File: src/rtl/idct_matmul_engine.sv
// One NxN block pass of the 2-D IDCT: row pass T = A*C or column pass S = C^T*A,
// with MULTS products accumulated per cycle and optional 0..255 clipping on the column pass.
module idct_matmul_engine #(
    parameter int N         = 8,
    parameter int MULTS     = 2,
    parameter int DATA_W    = 32,
    parameter int COEF_W    = 16,
    parameter int AW        = 7,
    parameter int SHIFT_ROW = 8,
    parameter int SHIFT_COL = 16
) (
    input  logic                         Clock,
    input  logic                         Resetn,
    input  logic                         start,
    input  logic                         mode,
    input  logic                         clip_en,
    input  logic [AW-1:0]                src_base,
    input  logic [AW-1:0]                dst_base,
    output logic [AW-1:0]                src_addr,
    input  logic [DATA_W-1:0]            src_rdata,
    output logic [AW-1:0]                dst_addr,
    output logic [DATA_W-1:0]            dst_wdata,
    output logic                         dst_we,
    output logic [MULTS*$clog2(N)-1:0]   coef_k,
    output logic [$clog2(N)-1:0]         coef_n,
    input  logic [MULTS*COEF_W-1:0]      coef_data,
    output logic                         busy,
    output logic                         done
);

    localparam int IDX_W  = $clog2(N);
    localparam int NG     = N / MULTS;
    localparam int GW     = (NG > 1) ? $clog2(NG) : 1;
    localparam int PROD_W = DATA_W + COEF_W;
    localparam int ACC_W  = PROD_W + IDX_W;

    localparam logic [IDX_W:0]             LOAD_LAST = (IDX_W+1)'(N);
    localparam logic [IDX_W-1:0]           IDX_LAST  = IDX_W'(N - 1);
    localparam logic [GW-1:0]              G_LAST    = GW'(NG - 1);
    localparam logic signed [DATA_W-1:0]   PIX_MAX   = DATA_W'(255);

    typedef enum logic [2:0] {S_IDLE, S_LOAD, S_CALC, S_WRITE, S_DONE} state_t;

    state_t                     state_r;
    logic                       mode_r;
    logic                       clip_r;
    logic [AW-1:0]              src_base_r;
    logic [AW-1:0]              dst_base_r;
    logic [IDX_W-1:0]           v_r;
    logic [IDX_W:0]             cnt_r;
    logic [IDX_W-1:0]           o_r;
    logic [GW-1:0]              g_r;
    logic signed [DATA_W-1:0]   vec_r [N];
    logic signed [ACC_W-1:0]    acc_r;

    logic signed [COEF_W-1:0]   coef_s;
    logic signed [PROD_W-1:0]   prod_s;
    logic signed [ACC_W-1:0]    sum_s;
    logic signed [ACC_W-1:0]    acc_next_s;
    logic signed [ACC_W-1:0]    shifted_s;
    logic signed [DATA_W-1:0]   trunc_s;
    logic signed [DATA_W-1:0]   result_s;

    // N is a power of two, so hi*N + lo is just the concatenation {hi, lo}.
    function automatic logic [AW-1:0] blk_addr(input logic [AW-1:0] base,
                                               input logic [IDX_W-1:0] hi,
                                               input logic [IDX_W-1:0] lo);
        return base + AW'({hi, lo});
    endfunction

    function automatic logic [MULTS*IDX_W-1:0] group_lanes(input logic [GW-1:0] g);
        logic [MULTS*IDX_W-1:0] lanes;
        lanes = '0;
        for (int m = 0; m < MULTS; m++) begin
            lanes[m*IDX_W +: IDX_W] = IDX_W'(int'(g) * MULTS + m);
        end
        return lanes;
    endfunction

    // Multiply-accumulate for the current group, then scale, truncate and optionally clip.
    always_comb begin
        sum_s  = '0;
        prod_s = '0;
        coef_s = '0;
        for (int m = 0; m < MULTS; m++) begin
            coef_s = coef_data[m*COEF_W +: COEF_W];
            prod_s = vec_r[coef_k[m*IDX_W +: IDX_W]] * coef_s;
            sum_s  = sum_s + ACC_W'(prod_s);
        end
        if (g_r == '0) begin
            acc_next_s = sum_s;
        end else begin
            acc_next_s = acc_r + sum_s;
        end
        if (mode_r) begin
            shifted_s = acc_next_s >>> SHIFT_COL;
        end else begin
            shifted_s = acc_next_s >>> SHIFT_ROW;
        end
        trunc_s = shifted_s[DATA_W-1:0];
        if (mode_r && clip_r) begin
            if (trunc_s[DATA_W-1]) begin
                result_s = '0;
            end else if (trunc_s > PIX_MAX) begin
                result_s = PIX_MAX;
            end else begin
                result_s = trunc_s;
            end
        end else begin
            result_s = trunc_s;
        end
    end

    // Pass sequencer with registered RAM, coefficient and status outputs.
    always_ff @(posedge Clock or negedge Resetn) begin
        if (!Resetn) begin
            state_r    <= S_IDLE;
            mode_r     <= 1'b0;
            clip_r     <= 1'b0;
            src_base_r <= '0;
            dst_base_r <= '0;
            v_r        <= '0;
            cnt_r      <= '0;
            o_r        <= '0;
            g_r        <= '0;
            acc_r      <= '0;
            for (int i = 0; i < N; i++) vec_r[i] <= '0;
            src_addr   <= '0;
            dst_addr   <= '0;
            dst_wdata  <= '0;
            dst_we     <= 1'b0;
            coef_k     <= '0;
            coef_n     <= '0;
            busy       <= 1'b0;
            done       <= 1'b0;
        end else begin
            dst_we <= 1'b0;
            done   <= 1'b0;
            case (state_r)
                S_IDLE: begin
                    if (start) begin
                        mode_r     <= mode;
                        clip_r     <= clip_en;
                        src_base_r <= src_base;
                        dst_base_r <= dst_base;
                        v_r        <= '0;
                        cnt_r      <= '0;
                        src_addr   <= src_base;
                        busy       <= 1'b1;
                        state_r    <= S_LOAD;
                    end
                end
                S_LOAD: begin
                    // Read data trails the address by one cycle.
                    if (cnt_r != '0) begin
                        vec_r[IDX_W'(cnt_r - 1'b1)] <= src_rdata;
                    end
                    if (cnt_r == LOAD_LAST) begin
                        cnt_r   <= '0;
                        g_r     <= '0;
                        o_r     <= '0;
                        coef_k  <= group_lanes('0);
                        coef_n  <= '0;
                        state_r <= S_CALC;
                    end else begin
                        cnt_r    <= cnt_r + 1'b1;
                        src_addr <= mode_r ? blk_addr(src_base_r, IDX_W'(cnt_r + 1'b1), v_r)
                                           : blk_addr(src_base_r, v_r, IDX_W'(cnt_r + 1'b1));
                    end
                end
                S_CALC: begin
                    acc_r <= acc_next_s;
                    if (g_r == G_LAST) begin
                        dst_we    <= 1'b1;
                        dst_wdata <= result_s;
                        dst_addr  <= mode_r ? blk_addr(dst_base_r, o_r, v_r)
                                            : blk_addr(dst_base_r, v_r, o_r);
                        g_r       <= '0;
                        if (o_r == IDX_LAST) begin
                            state_r <= S_WRITE;
                        end else begin
                            o_r    <= o_r + 1'b1;
                            coef_n <= o_r + 1'b1;
                            coef_k <= group_lanes('0);
                        end
                    end else begin
                        g_r    <= g_r + 1'b1;
                        coef_k <= group_lanes(g_r + 1'b1);
                    end
                end
                S_WRITE: begin
                    if (v_r == IDX_LAST) begin
                        state_r <= S_DONE;
                    end else begin
                        v_r      <= v_r + 1'b1;
                        cnt_r    <= '0;
                        src_addr <= mode_r ? blk_addr(src_base_r, '0, v_r + 1'b1)
                                           : blk_addr(src_base_r, v_r + 1'b1, '0);
                        state_r  <= S_LOAD;
                    end
                end
                S_DONE: begin
                    done    <= 1'b1;
                    busy    <= 1'b0;
                    state_r <= S_IDLE;
                end
                default: begin
                    busy    <= 1'b0;
                    state_r <= S_IDLE;
                end
            endcase
        end
    end

endmodule

File: config.mk
export PLATFORM = sky130hd
export DESIGN_NAME = idct_matmul_engine
export DESIGN_NICKNAME = d
export VERILOG_FILES = /design/src/rtl/idct_matmul_engine.sv
export SDC_FILE = /design/constraint.sdc
export NUM_CORES = 2
export LEC_CHECK = 0
export CAP_MARGIN = 5
export CORE_UTILIZATION = 40
export CTS_CLUSTER_SIZE = 10
export DETAILED_ROUTE_END_ITERATION = 6
export PLACE_DENSITY = 0.66
export SYNTH_ARGS = -nofsm -noshare
export SYNTH_HDL_FRONTEND = slang
export SYNTH_SLANG_ARGS = --single-unit
File: constraint.sdc
create_clock -name Clock -period 15.05 [get_ports Clock]
set_input_delay 2.2575 -clock Clock [delete_from_list [all_inputs] [get_ports Clock]]
set_output_delay 2.2575 -clock Clock [all_outputs]
set_load 0.005 [all_outputs]
==> results.sh <==
export IMPL_hold_class="register to register"
export IMPL_postSynthAreaPerCell_um2=9.801
export IMPL_die_width_um=378.1
export IMPL_fin_crit_sh_pct=90.40
export IMPL_dp_hpwl_um=127200
export IMPL_placementRows=137
export IMPL_setup_worst_path_class="input pin to register"
export IMPL_grtUsageTotal_pct=22.37
export IMPL_synth_mux_area_share_pct=9.215
export IMPL_gp_congestion=0.9754
export IMPL_total_routed_wire_length_on_the_met1_layer_um=66860
export IMPL_cts_resized=0
export IMPL_post_route_cells_drive_above_1_share_pct=9.456
export IMPL_grt_max_degree=99
export IMPL_worstSetupEndpointType="register"
export IMPL_post_route_antenna_net_violation_count=0
export IMPL_timing_final_max_slew_violations=0
export IMPL_critical_path_startpoint="coef_data[25]"
export IMPL_arrival_time_at_the_worst_endpoint_ns=14.08
export IMPL_synth_warnings=0
export IMPL_cts_post_setup_buffers_inserted=0
export IMPL_maxSlewHeadroom_pct=27.10
export IMPL_timing_critical_path_required_ns=15.52
export IMPL_wl_met3_um=10740
export IMPL_ctsHoldBuffers=0
export IMPL_met2_wirelength_um=72440
export IMPL_maxCapViolCount=0
export IMPL_syn_to_final_growth_pct=7.953
export IMPL_synthXorXnorAreaFrac_pct=1.904
export IMPL_synth_edff_count=0
export IMPL_overflow=0
export IMPL_clk_latency_ns=0.59
export IMPL_drt_first_iter_violations=2642
export IMPL_nFillCells=13410
export IMPL_cts_htree_levels=2
export IMPL_buffer_ports_inserted=139
export IMPL_topRoutingLayerUsed="met5"
export IMPL_timing_critical_path_mode_cell="sky130_fd_sc_hd__fa_1"
export IMPL_nNetsFinal=7151
export IMPL_timing_rr_start="coef_k[4]$_DFFE_PN0P_"
export IMPL_worst_path_max_fanout=18
export IMPL_num_cts_buffers=45
export IMPL_synth_cells=5774
export IMPL_wl_per_cell_um=20.22
export IMPL_tritoncts="yes"
export IMPL_net_count_after_synthesis=7184
export IMPL_drt_drc_violations_left=0
export IMPL_setup_worst_path_start_class="input pin"
export IMPL_ys_ff_latch=387
export IMPL_clk_pin_slew_ns=0.06
export IMPL_grt_pass1_wl_um=248500
export IMPL_synth_top_family_by_area="adder cells"
export IMPL_floorplan_initialDensity_pct=40.46
export IMPL_synth_compound_area_share_pct=6.060
export IMPL_synth_sequential_area_ratio_pct=17.11
export IMPL_dieArea_mm2=0.1430
export IMPL_via_count_of_the_first_global_routing_pass=42930
export IMPL_synth_async_reset_ratio_pct=100.0
export IMPL_yosys_most_used_dff="sky130_fd_sc_hd__dfrtp_1"
export IMPL_rsz0062_at_grt="no"
export IMPL_startpoint_of_the_most_critical_hold_path="dst_wdata[31]$_DFFE_PN0P_"
export IMPL_chipHeight_um=378.1
export IMPL_cpMaxStageDelayCell="sky130_fd_sc_hd__clkdlybuf4s50_1"
export IMPL_core_mm2=0.1399
export IMPL_post_drt_via_cell_ratio=5.236
export IMPL_drt_wl_total_um=154400
export IMPL_setup_violations_final=0
export IMPL_tns_ns=0
export IMPL_final_worst_clock_skew_ns=0.03463
export IMPL_synth_cell_types=89
export IMPL_final_hold_violation_count=0
export IMPL_yosys_area_share_adder_pct=43.36
export IMPL_fmax_ghz=0.07350
export IMPL_via_count=39980
export IMPL_crit_path_largest_cell_delay_ns=1.16
export IMPL_finalWorstPathRequiredPeriod_ns=13.61
export IMPL_run_status="finished clean"
export IMPL_antenna_found_initial=17
export IMPL_clock_sink_count=387
export IMPL_max_slew_worst_pin_slew_ns=1.093
export IMPL_critPathTopFamily="adder cells"
export IMPL_ioPinCount=141
export IMPL_max_clock_path_buffers=3
export IMPL_root_buffer="sky130_fd_sc_hd__clkbuf_16"
export IMPL_cell_area_after_synthesis_mm2=0.05659
export IMPL_dr_pass1_iters=6
export IMPL_synth_simple_gate_area_share_pct=12.64
export IMPL_crit_buf_inv=7
## stage by stage
| step | hold WS (ns) | util (%) | area [µm²] | worst slack [ns] | cells |
|---|---|---|---|---|---|
| finish | 0.4712 | 43.68 | 61090 | 1.445 | 7635 |
| global route | 0.5010 | 43.67 | 61080 | 1.061 | 7632 |
| CTS | 0.4727 | 43.67 | 61080 | 1.543 | 7629 |
| detailed placement | 0.4590 | 42.77 | 59830 | 0.9567 | 7570 |
| global placement | 0.4561 | 42.77 | 59830 | 1.089 | 7570 |
| floorplan | 0.4523 | - | 56590 | 3.357 | 5774 |
## synthesized netlist by cell type, types with 15 or more instances
master | instances | area, µm²
sky130_fd_sc_hd__xor2_1 | 40 | 350.3
sky130_fd_sc_hd__a21oi_1 | 160 | 800.8
sky130_fd_sc_hd__nor2_1 | 130 | 488.0
sky130_fd_sc_hd__and2_1 | 317 | 1983
sky130_fd_sc_hd__o21ai_0 | 151 | 755.7
sky130_fd_sc_hd__buf_2 | 15 | 75.07
sky130_fd_sc_hd__mux2_2 | 295 | 3322
sky130_fd_sc_hd__dfrtp_1 | 387 | 9684
sky130_fd_sc_hd__a21o_1 | 41 | 307.8
sky130_fd_sc_hd__clkbuf_1 | 245 | 919.6
sky130_fd_sc_hd__mux4_2 | 64 | 1441
sky130_fd_sc_hd__nand3_1 | 27 | 135.1
sky130_fd_sc_hd__nor3_1 | 36 | 180.2
sky130_fd_sc_hd__ha_1 | 270 | 3378
sky130_fd_sc_hd__inv_1 | 1155 | 4335
sky130_fd_sc_hd__xnor2_1 | 83 | 727.0
sky130_fd_sc_hd__fa_1 | 1057 | 21160
sky130_fd_sc_hd__nor2b_1 | 32 | 200.2
sky130_fd_sc_hd__buf_1 | 27 | 101.4
sky130_fd_sc_hd__nand2_1 | 868 | 3258
sky130_fd_sc_hd__nand2b_1 | 36 | 225.2
sky130_fd_sc_hd__o21a_1 | 26 | 195.2
sky130_fd_sc_hd__o211ai_1 | 20 | 150.1
sky130_fd_sc_hd__mux2i_1 | 40 | 400.4
sky130_fd_sc_hd__nand4_1 | 38 | 237.7
sky130_fd_sc_hd__o221ai_1 | 18 | 157.7
## kinds of logic after synthesis
family                   count (synthesis)
multiplexers                           402
other                                    1
flip-flops                             387
AND/OR/NAND/NOR                       1546
AO/OA/AOI/OAI                          538
XOR/XNOR                               123
buffers and inverters                 1450
adder cells (fa/ha/maj)               1327
## layout by cell type (no fill, tap or decap), types with 18 or more instances in the layout
cell,instances
sky130_fd_sc_hd__inv_1,1155
sky130_fd_sc_hd__fa_1,1057
sky130_fd_sc_hd__nand2_1,867
sky130_fd_sc_hd__dfrtp_1,383
sky130_fd_sc_hd__and2_1,317
sky130_fd_sc_hd__mux2_2,295
sky130_fd_sc_hd__ha_1,269
sky130_fd_sc_hd__a21oi_1,160
sky130_fd_sc_hd__o21ai_0,151
sky130_fd_sc_hd__clkdlybuf4s50_1,136
sky130_fd_sc_hd__nor2_1,126
sky130_fd_sc_hd__xnor2_1,83
sky130_fd_sc_hd__buf_4,74
sky130_fd_sc_hd__mux4_2,64
sky130_fd_sc_hd__clkbuf_16,46
sky130_fd_sc_hd__a21o_1,41
sky130_fd_sc_hd__xor2_1,40
sky130_fd_sc_hd__mux2i_1,39
sky130_fd_sc_hd__nand4_1,38
sky130_fd_sc_hd__nor3_1,36
sky130_fd_sc_hd__nand2b_1,36
sky130_fd_sc_hd__nor2b_1,32
sky130_fd_sc_hd__o21a_1,26
sky130_fd_sc_hd__nand3_1,25
sky130_fd_sc_hd__o211ai_1,20
sky130_fd_sc_hd__o221ai_1,18
## per-layer routing
metal	up-vias	track usage [%]
met2	1245	36.16
met3	208	3.715
met4	12	6.195
met5	-	0
met1	20860	30.98
li1	17660	-
## layout make-up
cell class	count	area (µm²)	area share, %
multi-input combinational	3937	41480	67.91
sequential	387	9694	15.87
inverter	1156	4339	7.103
clock buffer	56	1209	1.978
tap	1876	2347	3.842
antenna	6	15.01	0.02458
clock inverter	3	41.29	0.06759
timing repair buffer	214	1962	3.211
## flip-flops by register name, indices dropped and copies added (netlist names), 4 cells and up
| signal | cells |
|---|---|
| acc_r | 48 |
| cnt_r | 4 |
| dst_addr | 7 |
| dst_base_r | 7 |
| dst_wdata | 32 |
| src_addr | 7 |
| src_base_r | 7 |
| vec_r | 256 |
## final timing paths
path	end	slack, ns	cells past startpoint
max	dst_wdata[0]$_DFFE_PN0P_	1.44	35
min	dst_wdata[31]$_DFFE_PN0P_	0.47	2
max reg2reg	dst_wdata[0]$_DFFE_PN0P_	1.67	38
min reg2reg	dst_wdata[31]$_DFFE_PN0P_	0.47	2
max in group asynchronous	vec_r[25]$_DFFE_PN0P_	10.08	4
min in group asynchronous	src_base_r[5]$_DFFE_PN0P_	1.71	1
## tightest hold or removal path, delay by kind of cell, from the launching register on
kind / cells / cell delay, ns
simple gates: 2 / 0.10
flops: 1 / 0.34
Power is left out: the tool's default activity adds up to more than one toggle a clock period on the data nets, which glitch-free logic cannot reach.
